--- src/rtl/alu24_muldiv_seq.sv ---
// Iterative unsigned multiply/divide sequencer that borrows the shared ripple ALU
// for its add/subtract steps: shift-add multiply and restoring divide, 24 steps each.
module alu24_muldiv_seq #(
  parameter int         WIDTH  = 24,
  parameter logic [1:0] ADD_OP = 2'b10
) (
  input  logic             clk,
  input  logic             reset,
  input  logic             start,
  input  logic             op,
  input  logic [WIDTH-1:0] opa,
  input  logic [WIDTH-1:0] opb,
  output logic             busy,
  output logic             done,
  output logic [WIDTH-1:0] result_hi,
  output logic [WIDTH-1:0] result_lo,
  output logic             div_by_zero,
  output logic [WIDTH-1:0] alu_a,
  output logic [WIDTH-1:0] alu_b,
  output logic [1:0]       alu_op,
  output logic             alu_bnegate,
  input  logic [WIDTH-1:0] alu_result,
  input  logic             alu_carryout
);

  localparam int CNT_W = $clog2(WIDTH);
  localparam logic [CNT_W-1:0] LAST = CNT_W'(WIDTH - 1);

  typedef enum logic [1:0] {IDLE, RUN, DONE} state_t;

  state_t           r_state;
  logic             r_op;
  logic [CNT_W-1:0] r_count;
  logic [WIDTH-1:0] r_hi;      // HI (multiply) / R (divide)
  logic [WIDTH-1:0] r_lo;      // LO (multiply) / Q (divide)
  logic [WIDTH-1:0] r_m;       // M (multiply) / D (divide)
  logic             r_busy;
  logic             r_done;
  logic [WIDTH-1:0] r_res_hi;
  logic [WIDTH-1:0] r_res_lo;
  logic             r_dbz;

  logic             w_t_top;
  logic [WIDTH-1:0] w_t_low;
  logic [WIDTH-1:0] w_hi_nxt;
  logic [WIDTH-1:0] w_lo_nxt;

  // Divide trial value T = {R, Q[msb]}; its top bit never reaches the ALU.
  assign w_t_top = r_hi[WIDTH-1];
  assign w_t_low = {r_hi[WIDTH-2:0], r_lo[WIDTH-1]};

  always_comb begin
    alu_a       = '0;
    alu_b       = '0;
    alu_op      = ADD_OP;
    alu_bnegate = 1'b0;
    if (r_state == RUN) begin
      if (r_op) begin
        alu_a       = w_t_low;
        alu_b       = r_m;
        alu_bnegate = 1'b1;
      end else begin
        alu_a = r_hi;
        alu_b = r_m;
      end
    end
  end

  always_comb begin
    w_hi_nxt = r_hi;
    w_lo_nxt = r_lo;
    if (r_op) begin
      // Subtraction fits when T >= D: either T overflowed 24 bits or no borrow.
      if (w_t_top | alu_carryout) begin
        w_hi_nxt = alu_result;
        w_lo_nxt = {r_lo[WIDTH-2:0], 1'b1};
      end else begin
        w_hi_nxt = w_t_low;
        w_lo_nxt = {r_lo[WIDTH-2:0], 1'b0};
      end
    end else if (r_lo[0]) begin
      w_hi_nxt = {alu_carryout, alu_result[WIDTH-1:1]};
      w_lo_nxt = {alu_result[0], r_lo[WIDTH-1:1]};
    end else begin
      w_hi_nxt = {1'b0, r_hi[WIDTH-1:1]};
      w_lo_nxt = {r_hi[0], r_lo[WIDTH-1:1]};
    end
  end

  always_ff @(posedge clk) begin
    if (reset) begin
      r_state  <= IDLE;
      r_op     <= 1'b0;
      r_count  <= '0;
      r_hi     <= '0;
      r_lo     <= '0;
      r_m      <= '0;
      r_busy   <= 1'b0;
      r_done   <= 1'b0;
      r_res_hi <= '0;
      r_res_lo <= '0;
      r_dbz    <= 1'b0;
    end else begin
      case (r_state)
        IDLE: begin
          r_done <= 1'b0;
          if (start) begin
            r_op    <= op;
            r_count <= '0;
            r_dbz   <= 1'b0;
            r_hi    <= '0;
            if (op && (opb == '0)) begin
              r_state  <= DONE;
              r_done   <= 1'b1;
              r_res_hi <= opa;
              r_res_lo <= '1;
              r_dbz    <= 1'b1;
              r_lo     <= opa;
              r_m      <= '0;
            end else begin
              r_state <= RUN;
              r_busy  <= 1'b1;
              r_lo    <= op ? opa : opb;
              r_m     <= op ? opb : opa;
            end
          end
        end
        RUN: begin
          r_hi    <= w_hi_nxt;
          r_lo    <= w_lo_nxt;
          r_count <= r_count + CNT_W'(1);
          if (r_count == LAST) begin
            r_state  <= DONE;
            r_busy   <= 1'b0;
            r_done   <= 1'b1;
            r_res_hi <= w_hi_nxt;
            r_res_lo <= w_lo_nxt;
          end
        end
        DONE: begin
          r_done  <= 1'b0;
          r_state <= IDLE;
        end
        default: begin
          r_state <= IDLE;
          r_busy  <= 1'b0;
          r_done  <= 1'b0;
        end
      endcase
    end
  end

  assign busy        = r_busy;
  assign done        = r_done;
  assign result_hi   = r_res_hi;
  assign result_lo   = r_res_lo;
  assign div_by_zero = r_dbz;

endmodule

--- config.mk ---
export PLATFORM = sky130hd
export DESIGN_NAME = alu24_muldiv_seq
export DESIGN_NICKNAME = d
export VERILOG_FILES = /design/src/rtl/alu24_muldiv_seq.sv
export SDC_FILE = /design/constraint.sdc
export NUM_CORES = 1
export LEC_CHECK = 0
export ABC_CLOCK_PERIOD_IN_PS = 1700
export CAP_MARGIN = 25
export CORE_UTILIZATION = 30
export CTS_CLUSTER_DIAMETER = 60
export DETAILED_ROUTE_END_ITERATION = 16
export SYNTH_ARGS = -nofsm -noshare
export SYNTH_HDL_FRONTEND = slang
export SYNTH_SLANG_ARGS = --single-unit
--- constraint.sdc ---
create_clock -name clk -period 1.7 [get_ports clk]
set_input_delay 0.34 -clock clk [delete_from_list [all_inputs] [get_ports clk]]
set_output_delay 0.34 -clock clk [all_outputs]
set_load 0.005 [all_outputs]
==> results_dict.tcl <==
set metrics [dict create \
    ys_warn_count 0 \
    cellPowerDensity_mw_per_mm2 867 \
    cts-root-buf "clkbuf_16" \
    vias_per_cell 5.09 \
    dp_hpwl_um 18200 \
    finalWirelength_um 26600 \
    synth.area.top_cells "dfxtp_1 (37%), mux2i_1 (14%), nand2_1 (6.9%)" \
    nFillCells 2184 \
    wl_per_cell_um 18.4 \
    r2r-end "result_lo[2]" \
    rr_startpoint "r_state[0]" \
    violations "setup timing" \
    grt_max_degree 44 \
    firstDrtPassIters 7 \
    path_cells "buf_8 -> buf_12 -> mux2i_4 -> nor2_1 -> buf_2" \
    antenna_found_initial 0 \
    ff2ff_path_depth 9 \
    dieWidth_um 156 \
    startpoint "r_op" \
    diodes 0 \
    p_leak_nw 4.41 \
    drive_gt1_share_pct 27.6 \
    h-tree-depth 4 \
    synth-seq-cells 131 \
    synth_top_area_share_pct 37.1 \
    clock.fmax_mhz 535 \
    ys.flop_type "dfxtp_1" \
    setup_violations 71 \
    fp.dieArea_mm2 0.0242 \
    synth-seq-area-share_pct 37.1 \
    initial_utilization_pct 30.9 \
    rsz0062_at_grt "true" \
    syn_area_per_cell_um2 8.05 \
    finalPower_mw 9.58 \
    synth_edf_count 0 \
    synth_commonest_cells "dfxtp_1 (131), nand2_1 (131), nor2_1 (103), mux2i_1 (98), a21oi_1 (84)" \
    period_share_pct 110 \
    hold_violations 0 \
    timing.setup.tns_ns -4.99 \
    io_pins 179 \
    grt-ovfl-total 0 \
    dieHeight_um 156 \
    drcViolationCount 0 \
    drtIter0Drc 458 \
    max-vdd-ir-drop_mv 0.672 \
    clk_latency_ns 0.43 \
    cp-endpoint "alu_a[20]" \
    min_period_ns 1.87 \
    critPathLaunchType "register" \
    portBuffers 176 \
    fin_worst_skew_ns 0.00687 \
    grt_first_pass_wirelength_um 39900 \
    grt_pass1_vias 7047 \
    cp_slowest_cell "dfxtp_4" \
    status "finished with violations" \
    hp-class "input port to register" \
    synth_fp_nets 957 \
    cts_tree "done" \
    cp.required_ns 1.36 \
    ys_types 36 \
    synth_top_cell_by_area "dfxtp_1" \
    num_vias 7352 \
    final_nets 1195 \
    worst_slack_ns -0.170 \
    clock-sinks 131 \
    numCtsBuffers 17 \
    track_usage_pct 21.7 \
    postCtsHoldBufs 0 \
    maxCapViolations 0 \
    core_mm2 0.0229 \
    maxSlewViolCount 0 \
    syn2layout_area_growth_pct 56.2 \
    ys_async_sr_fraction_pct 0 \
    cts_buffer_depth 2 \
    cp-end-kind "output port" \
    synth_cells 879 \
    critPathMaxStageDelay_ns 0.38 \
    cp_data_arrival_time_ns 1.53 \
    antenna_left 0 \
    path_class "register to output port" \
    place_congestion 0.859 \
    reg2reg_slack_ns -0.04 \
    clk_pin_slew_ns 0.06 \
    synth_area_mm2 0.00708 \
    row_count 55 \
    crit_fanout 6 \
]
[worst min-delay path by stage]
stage           startpoint     endpoint  cells after the start
3_5_place_dp          busy         busy                      2
4_1_cts              reset         done                      2
6_report             reset      r_m[20]                      2
2_1_floorplan   r_count[4]   r_count[4]                      2
5_1_grt              reset      r_m[21]                      2
3_3_place_gp   div_by_zero  div_by_zero                      2
[cells in the final DEF (no fill, tap or decap), drive strengths merged, types with 2 or more instances in the layout]
master / instances
nand2: 131
a31oi: 22
conb: 2
a311oi: 23
mux2: 23
dfxtp: 131
clkdlybuf4s50: 100
clkinv: 7
dlymetal6s2s: 6
nor3: 2
o21a: 24
bufbuf: 3
dlygate4sd2: 6
a21o: 2
clkbuf: 30
a21oi: 84
o211ai: 25
mux2i: 98
o21ai: 5
inv: 2
or3: 2
clkdlybuf4s15: 4
buf: 173
and2: 27
nor2: 103
nand3: 28
a211oi: 24
nand2b: 26
nor4: 4
clkinvlp: 4
[power breakdown]
group	switching [mW]	leakage, nW	total, mW	internal, mW
clock network	1.46	0.264	3.43	1.97
registers	0.205	1.08	3.55	3.35
logic	1.23	3.07	2.60	1.37
total	2.89	4.41	9.58	6.69
[critical path, delay by kind of cell (launching register included)]
kind	cells	cell delay [ns]
DFF	1	0.38
muxes	1	0.25
buffers and inverters	3	0.41
and+or+nand+nor	1	0.06
[state kept, by name (all words and copies together) (netlist names)]
signal	count
r_hi	24
result_hi	24
r_op	1
r_count	5
result_lo	24
div_by_zero	1
r_m	24
r_lo	24
busy	1
r_state	2
done	1
[kinds of logic after synthesis]
kind of cell               synth area share, %
muxes                                     17.5
other                                    0.106
buffers and inverters                     5.30
and+or+nand+nor                           20.5
adders and majority gates                0.177
DFF                                       37.1
xor gates and xnor gates                 0.124
AOI/OAI and AO/OA                         19.3
[through the flow]
stage                     cells  util, %  hold slack [ns]  cell area [um2]  worst slack, ns
after floorplan             879        -            0.441             7080           0.0191
after global placement     1375     42.5            0.447             9750           -0.745
after detailed placement   1375     42.5            0.450             9750           -0.784
after CTS                  1440     47.7            0.269            10900           -0.188
after global routing       1443     48.2            0.294            11100           -0.213
final                      1443     48.2            0.296            11100           -0.170
[final cells by class]
cell class                      instances  area [um2]  share of cell area [%]
Tap cell                              313         392                    3.54
Sequential cell                       131        2640                    23.9
Multi-Input combinational cell        664        4400                    39.8
Inverter                                1        3.75                  0.0340
Clock inverter                         12        82.6                   0.747
Timing Repair Buffer                  302        3070                    27.8
Clock buffer                           20         467                    4.22
[per-layer routing]
layer / wire length (um) / vias up / track usage [%]
met5: 0 / - / 0
met4: 601 / 0 / 7.70
met3: 1470 / 35 / 4.28
met2: 12300 / 236 / 34.6
met1: 12200 / 3485 / 28.9
li1: - / 3596 / -
[what timing repair did]
item                       in CTS  in global routing
pin swaps                      54                 35
buffers inserted               23                 10
hold endpoints to repair        0                  0
setup endpoints to repair     102                120
resized for setup             304                 78
gates cloned                   12                  2
Note: power is estimated with default switching activity, not from simulation.
